`src/rtl/tdm_demux5to1_3bit.sv`:
```
// rtl/tdm_demux5to1_3bit.sv - 5-channel TDM demultiplexer with frame lock
//
// Receives a serialized stream of WIDTH-bit symbols, one slot per valid beat,
// slot 0 marked by sync. Locks onto the frame, tracks the slot index and
// rebuilds channels U..Y into registered outputs.
//
// Optional feature macro: TDM_SHADOW_EN
//   defined   : beats land in shadow registers; U..Y update together on the
//               edge that raises frame_done (no mixed-frame outputs).
//   undefined : each channel output updates on the edge its slot is accepted.
//
// Ports:
//   clk        in   rising-edge clock
//   rst_n      in   asynchronous active-low reset
//   M          in   serialized symbol (WIDTH)
//   valid      in   M/sync meaningful this cycle
//   sync       in   beat is slot 0 (qualified by valid)
//   U..Y       out  recovered channels, slots 0..4 (WIDTH, registered)
//   S2,S1,S0   out  next expected slot index (0..4)
//   locked     out  frame alignment held
//   frame_done out  1-cycle pulse after slot 4 accepted while locked
//   sync_err   out  1-cycle pulse on sync seen at slot != 0 while locked

module tdm_demux5to1_3bit #(
  parameter int WIDTH      = 3,
  parameter int MISS_LIMIT = 2
) (
  input  logic             clk,
  input  logic             rst_n,
  input  logic [WIDTH-1:0] M,
  input  logic             valid,
  input  logic             sync,
  output logic [WIDTH-1:0] U,
  output logic [WIDTH-1:0] V,
  output logic [WIDTH-1:0] W,
  output logic [WIDTH-1:0] X,
  output logic [WIDTH-1:0] Y,
  output logic             S0,
  output logic             S1,
  output logic             S2,
  output logic             locked,
  output logic             frame_done,
  output logic             sync_err
);

  typedef enum logic {HUNT = 1'b0, LOCK = 1'b1} state_t;

  localparam logic [2:0] MISS_LIM = 3'(MISS_LIMIT);

  state_t           state_q, state_d;
  logic [2:0]       slot_q, slot_d;
  logic [2:0]       miss_q, miss_d;
  logic             frame_done_q, frame_done_d;
  logic             sync_err_q, sync_err_d;
  logic [WIDTH-1:0] u_q, v_q, w_q, x_q, y_q;

  // Write strobe and target slot for the current beat.
  logic             wr_en;
  logic [2:0]       wr_slot;

`ifdef TDM_SHADOW_EN
  // Slots 0..3 are staged; slot 4 arrives on the transfer edge itself and
  // goes straight to Y, so it needs no shadow.
  logic [WIDTH-1:0] sh_u_q, sh_v_q, sh_w_q, sh_x_q;
`endif

  always_comb begin
    state_d      = state_q;
    slot_d       = slot_q;
    miss_d       = miss_q;
    frame_done_d = 1'b0;
    sync_err_d   = 1'b0;
    wr_en        = 1'b0;
    wr_slot      = 3'd0;

    if (valid) begin
      case (state_q)
        HUNT: begin
          if (sync) begin
            wr_en   = 1'b1;
            slot_d  = 3'd1;
            miss_d  = 3'd0;
            state_d = LOCK;
          end
        end

        LOCK: begin
          if (slot_q == 3'd0) begin
            if (sync) begin
              wr_en  = 1'b1;
              slot_d = 3'd1;
              miss_d = 3'd0;
            end else if (3'(miss_q + 3'd1) >= MISS_LIM) begin
              // Too many frames without sync: give up, discard this beat.
              state_d = HUNT;
              slot_d  = 3'd0;
              miss_d  = MISS_LIM;
            end else begin
              // Missing sync tolerated: keep the data, count the miss.
              wr_en  = 1'b1;
              slot_d = 3'd1;
              miss_d = 3'(miss_q + 3'd1);
            end
          end else if (sync) begin
            // Early sync: abandon the partial frame and restart at slot 0.
            sync_err_d = 1'b1;
            wr_en      = 1'b1;
            slot_d     = 3'd1;
            miss_d     = 3'd0;
          end else begin
            wr_en   = 1'b1;
            wr_slot = slot_q;
            if (slot_q == 3'd4) begin
              slot_d       = 3'd0;
              frame_done_d = 1'b1;
            end else begin
              slot_d = 3'(slot_q + 3'd1);
            end
          end
        end

        default: begin
          state_d = HUNT;
          slot_d  = 3'd0;
        end
      endcase
    end
  end

  always_ff @(posedge clk or negedge rst_n) begin
    if (!rst_n) begin
      state_q      <= HUNT;
      slot_q       <= 3'd0;
      miss_q       <= 3'd0;
      frame_done_q <= 1'b0;
      sync_err_q   <= 1'b0;
      u_q          <= '0;
      v_q          <= '0;
      w_q          <= '0;
      x_q          <= '0;
      y_q          <= '0;
`ifdef TDM_SHADOW_EN
      sh_u_q       <= '0;
      sh_v_q       <= '0;
      sh_w_q       <= '0;
      sh_x_q       <= '0;
`endif
    end else begin
      state_q      <= state_d;
      slot_q       <= slot_d;
      miss_q       <= miss_d;
      frame_done_q <= frame_done_d;
      sync_err_q   <= sync_err_d;
`ifdef TDM_SHADOW_EN
      if (wr_en) begin
        case (wr_slot)
          3'd0:    sh_u_q <= M;
          3'd1:    sh_v_q <= M;
          3'd2:    sh_w_q <= M;
          3'd3:    sh_x_q <= M;
          default: ;
        endcase
      end
      if (frame_done_d) begin
        u_q <= sh_u_q;
        v_q <= sh_v_q;
        w_q <= sh_w_q;
        x_q <= sh_x_q;
        y_q <= M;
      end
`else
      if (wr_en) begin
        case (wr_slot)
          3'd0:    u_q <= M;
          3'd1:    v_q <= M;
          3'd2:    w_q <= M;
          3'd3:    x_q <= M;
          3'd4:    y_q <= M;
          default: ;
        endcase
      end
`endif
    end
  end

  assign U          = u_q;
  assign V          = v_q;
  assign W          = w_q;
  assign X          = x_q;
  assign Y          = y_q;
  assign S0         = slot_q[0];
  assign S1         = slot_q[1];
  assign S2         = slot_q[2];
  assign locked     = (state_q == LOCK);
  assign frame_done = frame_done_q;
  assign sync_err   = sync_err_q;

endmodule

```
`config.mk`:
```
export PLATFORM = sky130hd
export DESIGN_NAME = tdm_demux5to1_3bit
export DESIGN_NICKNAME = d
export VERILOG_FILES = /design/src/rtl/tdm_demux5to1_3bit.sv
export SDC_FILE = /design/constraint.sdc
export NUM_CORES = 1
export LEC_CHECK = 0
export ABC_CLOCK_PERIOD_IN_PS = 1900
export CAP_MARGIN = 20
export CORE_ASPECT_RATIO = 0.75
export CORE_MARGIN = 4
export CORE_UTILIZATION = 46
export CTS_BUF_LIST = sky130_fd_sc_hd__clkbuf_2
export DETAILED_ROUTE_END_ITERATION = 10
export GPL_TIMING_DRIVEN = 0
export PLACE_DENSITY = 0.77
export SLEW_MARGIN = 5
export SYNTH_ARGS = -nofsm -noshare
export SYNTH_HDL_FRONTEND = slang
export SYNTH_SLANG_ARGS = --single-unit
```
`constraint.sdc`:
```
create_clock -name clk -period 1.9 [get_ports clk]
set_clock_uncertainty 0.15 [all_clocks]
set_input_delay 0.38 -clock clk [delete_from_list [all_inputs] [get_ports clk]]
set_output_delay 0.38 -clock clk [all_outputs]
set_load 0.1 [all_outputs]
```
## Word-level counts from Yosys, hierarchy flattened

Cells that the tools add are included.

| storage, ports and cells | value |
|---|---|
| flip-flop bits (word level) | 24 |
| input bits | 7 |

| cells by class | value |
|---|---|
| add/sub/neg operators | 2 |
| order comparisons | 1 |
| equal/unequal tests | 6 |
| muxes and demuxes | 30 |
| bitwise operators | 1 |
| reduce and logical (&&, ||, !) cells | 8 |

Operators with widths:

| cell | count |
|---|---|
| 3-bit two-way mux | 12 |
| 1-bit two-way mux | 15 |
| 3-bit one-hot mux with 2 select lines | 2 |
| 2-bit AND reduction | 6 |
| 3-bit by 1-bit adder with 3-bit output (second input constant) | 2 |
| 3-bit by 2-bit equality test with 1-bit output (second input constant) | 2 |
| 3-bit equality test (second input constant) | 2 |
| 3-bit zero test | 2 |
| 3-bit by 1-bit equality test with 1-bit output (second input constant) | 1 |
| 3-bit by 2-bit >= comparator with 1-bit output (second input constant) | 1 |
| 2-bit inequality test (second input constant) | 1 |
| 1-bit one-hot mux with 2 select lines | 1 |
| 1-bit NOT | 1 |

## Logic depth before layout (Yosys ltp)

Gate-level depths: netlist (run 1).

| logic depth | value |
|---|---|
| depth after elaboration | 8 |
| mapped depth | 6 |

## Worst setup path after synthesis (run 1)

OpenSTA, ideal clock, no wires.

| timing path | value |
|---|---|
| path type | reg2reg |
| from | reg slot_q[1] |
| to | reg v_q[0], in the netlist V[0] |
| setup time | 128 ps |
| arrival time | 2176 ps |
| required time | 1622 ps |
| path slack | -554 ps |
| stages on the path, launching flop included | 6 |
| cells stage by stage | dfrtp_1 inv_1 ha_1 nand2b_1 o311ai_4 mux2_1 |

| on the way | value |
|---|---|
| cells in the longest elaborated chain, start to end | 6 |

Ends and longest elaborated chain:

| element | RTL line | text |
|---|---|---|
| start, declared | 51 | `logic [2:0] slot_q, slot_d;` |
| start signal, assigned | 150 | `slot_q <= slot_d;` |
| 3-bit zero test or 3-bit two-way mux (tied branches) | 88, 104 |  |
| 3-bit two-way mux | 88 | `if (slot_q == 3'd0) begin` |
| 3-bit two-way mux | 77 | `case (state_q)` |
| 3-bit two-way mux | 76 | `if (valid) begin` |
| 3-bit by 1-bit equality test with 1-bit output | 173 | `case (wr_slot)` |
| 2-bit AND reduction (no line) * | n/a |  |
| end signal, assigned | 138 | `v_q <= '0;` |
| end signal, assigned | 175 | `3'd1: v_q <= M;` |
| end, declared | 55 | `logic [WIDTH-1:0] u_q, v_q, w_q, x_q, y_q;` |

Mark *: on every way between the ends. The rest lies on a longest branch, timed or not.
A chain may end at the register's enable or synchronous reset.

## Worst setup path in the final report (run 1)

| timing path | value |
|---|---|
| from | reg miss_q[0] |
| to | reg v_q[2], in the netlist V[2] |

| on the way | value |
|---|---|
| cells in the longest elaborated chain, start to end | 8 |

Ends and longest elaborated chain:

| element | RTL line | text |
|---|---|---|
| start, declared | 52 | `logic [2:0] miss_q, miss_d;` |
| start signal, assigned | 151 | `miss_q <= miss_d;` |
| 3-bit by 1-bit adder with 3-bit output | 93 | `end else if (3'(miss_q + 3'd1) >= MISS_LIM) begin` |
| 3-bit by 2-bit >= comparator with 1-bit output | 93 |  |
| 1-bit two-way mux | 93 |  |
| 1-bit two-way mux | 89 | `if (sync) begin` |
| 1-bit two-way mux | 88 |  |
| 1-bit one-hot mux with 2 select lines | 77 |  |
| 1-bit two-way mux | 76 |  |
| 2-bit AND reduction (no line) | n/a |  |

No other way between the ends.

==> impl_metrics.env, run 1 <==
export IMPL_synth_most_common_cell="dfrtp_1"
export IMPL_drive_gt1_frac=0.416
export IMPL_cts_tree="yes"
export IMPL_row_count=16
export IMPL_ys_flop_type="dfrtp_1"
export IMPL_area_growth_pct=33.6
export IMPL_fin_crit_ns=1.95
export IMPL_synth_edf_count=0
export IMPL_setup_slack_ns=-0.0518
export IMPL_fin_nets=161
export IMPL_worstPathCellList="ha_1 > nor2b_4 > and2_4 > o311ai_4 > mux2_1"
export IMPL_critPathKind="reg -> reg"
export IMPL_n_fill_cell=213
export IMPL_multi_input_area_um2=638
export IMPL_dp_hpwl_um=2150
export IMPL_rsz0062_at_grt="true"
export IMPL_hold_class="in -> async"
export IMPL_required_ns=2.00
export IMPL_violations="setup timing"
export IMPL_fmax_mhz=512
export IMPL_dp_cells=175
export IMPL_synth_area_leaders="dfrtp_1 (48%), mux2_2 (8.1%), ha_1 (4.0%)"
export IMPL_grt_antenna_before_repair=0
export IMPL_path_max_fanout=3
export IMPL_clockBufferDepth=2
export IMPL_synth_seq_cells=24
export IMPL_clk_pin_slew_worst_paths_ns=0.23
export IMPL_yosysWarnings=0
export IMPL_cpMaxStageDelayCell="dfrtp_1"
export IMPL_post_dp_cell_area_um2=1610
export IMPL_cts_buffers=3
export IMPL_start_kind="register"
export IMPL_num_antenna_cells=0
export IMPL_die_h_um=53.3
export IMPL_synth_cell_type_count=38
export IMPL_synth_top_area_cell="dfrtp_1"
export IMPL_dr_pass1_iters=4
export IMPL_post_route_drc_count=0
export IMPL_outcome="finished, violations left"
export IMPL_tightest_slew_ns=0.551
export IMPL_ctsHtreeMaxLevel=1
export IMPL_io_buffer_count=26
export IMPL_grt_ovfl_total=0
export IMPL_numClockSinks=24
export IMPL_period_share=1.03
export IMPL_cts_hold_buf=0
export IMPL_first_global_vias=1041
export IMPL_place_congestion=0.893
export IMPL_ys_seq_area_frac=0.478
export IMPL_clock_root_buffer="clkbuf_2"
export IMPL_slew_headroom=0.635
export IMPL_grt_max_degree=25
export IMPL_synth_net_count=124
export IMPL_syn_area_per_cell_um2=11.1
export IMPL_instances_no_fill=185
export IMPL_hold_viol=0
export IMPL_grt_use_total=0.183
export IMPL_cp_slowest_stage_delay_ns=0.46
export IMPL_dieArea_um2=3640
export IMPL_hold_ws_ns=0.151
export IMPL_grt_pass1_wl_um=4890
export IMPL_vias=1043
export IMPL_post_route_util=0.645
export IMPL_routedWlPerCell_um=16.7
export IMPL_path_buf_inv=0
export IMPL_endpoint_kind="register"
export IMPL_die_w_um=68.3
export IMPL_rrSetupSlack_ns=-0.05
export IMPL_ff_latch_area_um2=616
export IMPL_synthesis_area_um2=1260
export IMPL_drv_slew=0
export IMPL_num_io_pins=28
export IMPL_maxCapViolCount=0
export IMPL_async_flop_share=1.00
export IMPL_netlist_area_leader_share=0.478
export IMPL_setup_viol=4
export IMPL_final_area_um2=1680
export IMPL_routed_via_density=5.64
export IMPL_wirelength_um=3090
export IMPL_ant_nets=0
export IMPL_coreArea_um2=2600
export IMPL_cpLargestDelayFamily="flip-flops"
export IMPL_cp_arrival_ns=2.05
export IMPL_postSynthCellCount=113
export IMPL_clock_latency_ns=0.34
export IMPL_start_util=0.483
export IMPL_synthTopCellsByCount="dfrtp_1 (24), mux2_2 (9), nand2_1 (8)"
export IMPL_drtIter0Drc=28
-- path summary, 6_finish.rpt --
kind	startpoint	endpoint	depth (start not counted)
max reg2reg	miss_q[0]	V[2]	5
min	rst_n	slot_q[2]	1
min in group clk	valid	slot_q[1]	2
min reg2reg	V[2]	V[2]	1
max	miss_q[0]	V[2]	5
max in group asynchronous	rst_n	miss_q[2]	2
-- metrics by stage --
| step | setup TNS (ns) | worst slack [ns] |
|---|---|---|
| finish | -0.117 | -0.0518 |
| global route | -0.654 | -0.138 |
| CTS | -0.0542 | -0.0367 |
| detailed placement | -5.55 | -0.308 |
| global placement | -4.76 | -0.292 |
| floorplan | 0 | 0.00780 |
-- cell usage in the layout (no fill, tap or decap), drive strengths merged, types with 3 or more instances in the layout --
cell type      synthesis  routed
a21oi                  3       3
a222oi                 3       3
a22oi                  3       3
and2                   3       3
and2b                  3       3
buf                    3      18
clkbuf                 2       5
clkdlybuf4s15          0       8
clkdlybuf4s18          0       4
clkdlybuf4s50          0       5
dfrtp                 24      24
ha                     4       4
inv                    7       7
mux2                  12      12
nand2                  8       8
nand2b                 4       4
nand3                  6       6
nor2                   5       5
or3                    3       3
-- routing by layer --
layer	track usage	share of wire	vias to the layer above
met1	0.239	0.44	512
met3	0.0531	0.071	2
met2	0.299	0.49	49
met5	0	0	-
li1	-	-	480
met4	0.0363	0.0055	0
-- sequential cells by signal (all words and copies together), names as in the netlist --
signal	count
V	3
Y	3
miss_q	3
U	3
locked	1
W	3
slot_q	3
sync_err	1
frame_done	1
X	3
-- kinds of logic (layout without fill, tap and decap cells) --
kind of cell,Yosys count,in the layout,share of synthesized area
adder cells (fa/ha/maj),4,4,0.0398
flip-flops,24,24,0.478
multiplexers,12,12,0.108
AO/OA/AOI/OAI,19,19,0.128
XOR/XNOR,1,1,0.00697
buffers and inverters,12,48,0.0448
AND/OR/NAND/NOR,41,41,0.194
-- cell type report --
cell class / count / share of cell area
clock inverters: 1 / 0.00224
clock buffers: 3 / 0.00895
repair buffers: 32 / 0.173
plain buffers: 5 / 0.0231
inverters: 7 / 0.0186
flip-flops and latches: 24 / 0.367
multi-input cells: 77 / 0.380
well taps: 36 / 0.0268
-- what timing repair did --
action	in CTS	in global routing
buffers inserted	5	0
endpoints found under the setup margin	25	17
resized for setup	71	18
Power of run 1 is left out: the tool's default activity adds up to more than one toggle a clock period on the data nets, which glitch-free logic cannot reach.
==> run 2, diff against run 1 <==
--- a/config.mk
+++ b/config.mk
@@ -14,6 +14,7 @@
 export DETAILED_ROUTE_END_ITERATION = 10
 export GPL_TIMING_DRIVEN = 0
 export PLACE_DENSITY = 0.77
+export SKIP_LAST_GASP = 1
 export SLEW_MARGIN = 5
 export SYNTH_ARGS = -nofsm -noshare
 export SYNTH_HDL_FRONTEND = slang
==> impl_metrics.env, run 2 (synthesis gave the netlist of run 1 again) <==
export IMPL_tightest_slew_ns=0.551
export IMPL_cp_arrival_ns=2.05
export IMPL_post_route_drc_count=0
export IMPL_dieArea_um2=3640
export IMPL_routedWlPerCell_um=16.7
export IMPL_post_route_util=0.645
export IMPL_vias=1043
export IMPL_setup_viol=4
export IMPL_grt_ovfl_total=0
export IMPL_io_buffer_count=26
export IMPL_slew_headroom=0.635
export IMPL_path_buf_inv=0
export IMPL_multi_input_area_um2=638
export IMPL_rr_worst_depth=5
export IMPL_die_w_um=68.3
export IMPL_final_common_cell="dfrtp_1"
export IMPL_maxCapViolCount=0
export IMPL_grt_pass1_wl_um=4890
export IMPL_cts_tree="yes"
export IMPL_drv_slew=0
export IMPL_dp_hpwl_um=2150
export IMPL_final_area_um2=1680
export IMPL_period_share=1.03
export IMPL_post_dp_cell_area_um2=1610
export IMPL_first_global_vias=1041
export IMPL_path_max_fanout=3
export IMPL_num_antenna_cells=0
export IMPL_cpLargestDelayFamily="flip-flops"
export IMPL_drive_gt1_frac=0.416
export IMPL_start_kind="register"
export IMPL_routed_via_density=5.64
export IMPL_ff_latch_area_um2=616
export IMPL_fin_crit_ns=1.95
export IMPL_cp_slowest_stage_delay_ns=0.46
export IMPL_worstPathCellList="ha_1 > nor2b_4 > and2_4 > o311ai_4 > mux2_1"
export IMPL_grt_max_degree=25
export IMPL_hold_viol=0
export IMPL_r2r_start="miss_q[0]"
export IMPL_required_ns=2.00
export IMPL_setup_slack_ns=-0.0518
export IMPL_n_fill_cell=213
export IMPL_start_util=0.483
export IMPL_num_io_pins=28
export IMPL_critPathKind="reg -> reg"
export IMPL_clk_pin_slew_worst_paths_ns=0.23
export IMPL_area_growth_pct=33.6
export IMPL_numClockSinks=24
export IMPL_grt_use_total=0.183
export IMPL_hold_class="in -> async"
export IMPL_row_count=16
export IMPL_place_congestion=0.893
export IMPL_drtIter0Drc=28
export IMPL_wirelength_um=3090
export IMPL_cpMaxStageDelayCell="dfrtp_1"
export IMPL_die_h_um=53.3
export IMPL_rsz0062_at_grt="true"
export IMPL_final_cell_mix="dfrtp_1 (20), buf_2 (11), mux2_2 (9), clkdlybuf4s15_2 (8), nand2_1 (7)"
export IMPL_coreArea_um2=2600
export IMPL_clock_root_buffer="clkbuf_2"
export IMPL_rrSetupSlack_ns=-0.05
export IMPL_clock_latency_ns=0.34
export IMPL_cts_buffers=3
export IMPL_fin_nets=161
export IMPL_grt_antenna_before_repair=0
export IMPL_clockBufferDepth=2
export IMPL_ctsHtreeMaxLevel=1
export IMPL_violations="setup timing"
export IMPL_fmax_mhz=512
export IMPL_dr_pass1_iters=4
export IMPL_endpoint_kind="register"
export IMPL_ant_nets=0
export IMPL_outcome="finished, violations left"
export IMPL_r2r_end="V[2]"
run 2: cell counts in the layout (fill, tap and decap cells not counted):
Identical to the previous run, type by type.
run 2: layout make-up:
cell class,instances,area share
inverters,7,0.0186
plain buffers,5,0.0231
clock inverters,1,0.00224
flip-flops and latches,24,0.367
multi-input cells,77,0.380
repair buffers,32,0.173
clock buffers,3,0.00895
well taps,36,0.0268
run 2: worst max path at each step:
stage	slack [ns]	cells after the start	from	to
2_1_floorplan	0.008	5	slot_q[0]	V[0]
3_3_place_gp	-0.29	5	sync	X[1]
3_5_place_dp	-0.31	5	sync	X[1]
4_1_cts	-0.04	5	miss_q[0]	V[2]
5_1_grt	-0.14	5	miss_q[0]	V[2]
6_report	-0.05	5	miss_q[0]	V[2]
run 2: worst register-to-register path, stage by stage (launching register included):
cell	delay, ns
dfrtp_1	0.46
ha_1	0.31
nor2b_4	0.13
and2_4	0.14
o311ai_4	0.32
mux2_1	0.36
run 2: metal layers:
metal / share of wire / track usage / vias up / routed length [µm]
met5: 0 / 0 / - / 0
met4: 0.0055 / 0.0363 / 0 / 17
met3: 0.071 / 0.0531 / 2 / 218
met2: 0.49 / 0.299 / 49 / 1510
met1: 0.44 / 0.239 / 512 / 1340
li1: - / - / 480 / -
run 2: what timing repair did:
action	CTS	global route
resized for setup	69	20
endpoints found under the setup margin	25	18
hold endpoints to repair	0	0
setup buffers	5	0
hold buffers	0	0
run 2: metrics by stage:
stage               worst slack, ns  TNS, ns  instances  hold slack [ns]
global placement             -0.292    -4.76        175            0.328
detailed placement           -0.308    -5.55        175            0.330
global route                 -0.138   -0.654        185            0.149
finish                      -0.0518   -0.117        185            0.151
CTS                         -0.0367  -0.0882        184            0.153
floorplan                   0.00780        0        113          -0.0656
Power of run 2 is left out for the same reason.
==> run 3, diff against run 2 <==
--- a/config.mk
+++ b/config.mk
@@ -5,15 +5,15 @@
 export SDC_FILE = /design/constraint.sdc
 export NUM_CORES = 1
 export LEC_CHECK = 0
-export ABC_CLOCK_PERIOD_IN_PS = 1900
+export ABC_CLOCK_PERIOD_IN_PS = 2400
 export CAP_MARGIN = 20
 export CORE_ASPECT_RATIO = 0.75
 export CORE_MARGIN = 4
-export CORE_UTILIZATION = 46
+export CORE_UTILIZATION = 55
 export CTS_BUF_LIST = sky130_fd_sc_hd__clkbuf_2
 export DETAILED_ROUTE_END_ITERATION = 10
 export GPL_TIMING_DRIVEN = 0
-export PLACE_DENSITY = 0.77
+export PLACE_DENSITY = 0.86
 export SKIP_LAST_GASP = 1
 export SLEW_MARGIN = 5
 export SYNTH_ARGS = -nofsm -noshare
==> constraint.sdc (replaced) <==
create_clock -name clk -period 2.4 [get_ports clk]
set_clock_uncertainty 0.15 [all_clocks]
set_input_delay 0.48 -clock clk [delete_from_list [all_inputs] [get_ports clk]]
set_output_delay 0.48 -clock clk [all_outputs]
set_load 0.1 [all_outputs]
==> impl_metrics.env, run 3 (synthesis gave the netlist of run 1 again) <==
export IMPL_outcome="finished, final reports clean"
export IMPL_num_io_pins=28
export IMPL_post_route_drc_count=0
export IMPL_area_growth_pct=24.5
export IMPL_first_global_vias=1053
export IMPL_rsz0062_at_grt="false"
export IMPL_worstPathCellList="dlygate4sd2_1"
export IMPL_path_buf_inv=1
export IMPL_start_util=0.603
export IMPL_grt_ovfl_total=0
export IMPL_clock_latency_ns=0.35
export IMPL_final_common_cell="dfrtp_1"
export IMPL_tightest_slew_ns=0.974
export IMPL_slew_headroom=0.353
export IMPL_dr_pass1_iters=6
export IMPL_r2r_start="slot_q[0]"
export IMPL_fin_crit_ns=2.31
export IMPL_clk_pin_slew_worst_paths_ns=0.21
export IMPL_cpMaxStageDelayCell="dlygate4sd2_1"
export IMPL_period_share=0.963
export IMPL_cts_tree="yes"
export IMPL_cpLargestDelayFamily="buffers and inverters"
export IMPL_path_max_fanout=5
export IMPL_hold_viol=0
export IMPL_r2r_end="U[2]"
export IMPL_wirelength_um=2940
export IMPL_cts_buffers=3
export IMPL_grt_pass1_wl_um=4950
export IMPL_clockBufferDepth=2
export IMPL_cts_setup_buffers=0
export IMPL_routedWlPerCell_um=17.5
export IMPL_critPathKind="reg -> out"
export IMPL_post_dp_cell_area_um2=1550
export IMPL_drive_gt1_frac=0.188
export IMPL_fin_nets=156
export IMPL_cp_arrival_ns=1.68
export IMPL_rr_worst_depth=6
export IMPL_ctsHtreeMaxLevel=1
export IMPL_grt_antenna_before_repair=0
export IMPL_num_antenna_cells=0
export IMPL_numClockSinks=24
export IMPL_start_kind="register"
export IMPL_ant_nets=0
export IMPL_grt_use_total=0.204
export IMPL_cts_hold_buf=0
export IMPL_vias=1038
export IMPL_cp_slowest_stage_delay_ns=0.87
export IMPL_dieArea_um2=3120
export IMPL_fmax_mhz=433
export IMPL_io_buffer_count=26
export IMPL_post_route_util=0.750
export IMPL_routed_via_density=6.18
export IMPL_clock_root_buffer="clkbuf_2"
export IMPL_place_congestion=0.813
export IMPL_drtIter0Drc=43
export IMPL_hold_class="in -> async"
export IMPL_grt_max_degree=25
export IMPL_drv_slew=0
export IMPL_die_h_um=49.4
export IMPL_coreArea_um2=2080
export IMPL_final_cell_mix="dfrtp_1 (23), dlygate4sd2_1 (20), mux2_2 (9), nand2_1 (8)"
export IMPL_setup_tns_ns=0
export IMPL_row_count=14
export IMPL_setup_viol=0
export IMPL_n_fill_cell=150
export IMPL_final_area_um2=1560
export IMPL_maxCapViolCount=0
export IMPL_dp_hpwl_um=2180
export IMPL_hold_ws_ns=0.250
export IMPL_required_ns=1.77
export IMPL_rrSetupSlack_ns=0.24
export IMPL_die_w_um=63.2
export IMPL_endpoint_kind="primary output"
==> run 3: through the flow <==
| step | instances | worst slack, ns |
|---|---|---|
| detailed placement | 163 | 0.0227 |
| finish | 168 | 0.0897 |
| floorplan | 113 | 0.0138 |
| global placement | 163 | 0.0853 |
| global route | 168 | 0.0321 |
| CTS | 167 | 0.0315 |
==> run 3: area by class of cell <==
class                           count  area [µm²]  area share
Tap cell                           24        30.0      0.0192
Buffer                              5        30.0      0.0192
Multi-Input combinational cell     77         599       0.383
Sequential cell                    24         602       0.385
Clock buffer                        3        15.0     0.00960
Inverter                            7        26.3      0.0168
Timing Repair Buffer               27         258       0.165
Clock inverter                      1        3.75     0.00240
==> run 3: metal layers <==
layer / track usage / share of wire / up-vias
met5: 0 / 0 / -
met4: 0.0430 / 0.0089 / 0
met3: 0.0530 / 0.041 / 8
met2: 0.357 / 0.50 / 35
met1: 0.254 / 0.45 / 519
li1: - / - / 476
==> run 3: how the worst max path moves through the flow <==
stage,start,to,slack [ns],depth (start not counted)
after floorplan,slot_q[0],V[0],0.01,5
after global placement,sync,X[2],0.09,5
after detailed placement,sync,X[2],0.02,5
after CTS,slot_q[0],S0,0.03,1
after global routing,slot_q[1],S1,0.03,1
final,slot_q[1],S1,0.09,1
==> run 3: what timing repair did <==
item / 4_1_cts / 5_1_grt
setup endpoints to repair: 21 / 1
hold endpoints to repair: 0 / 0
resized for setup: 21 / 2
Power of run 3 is left out for the same reason.
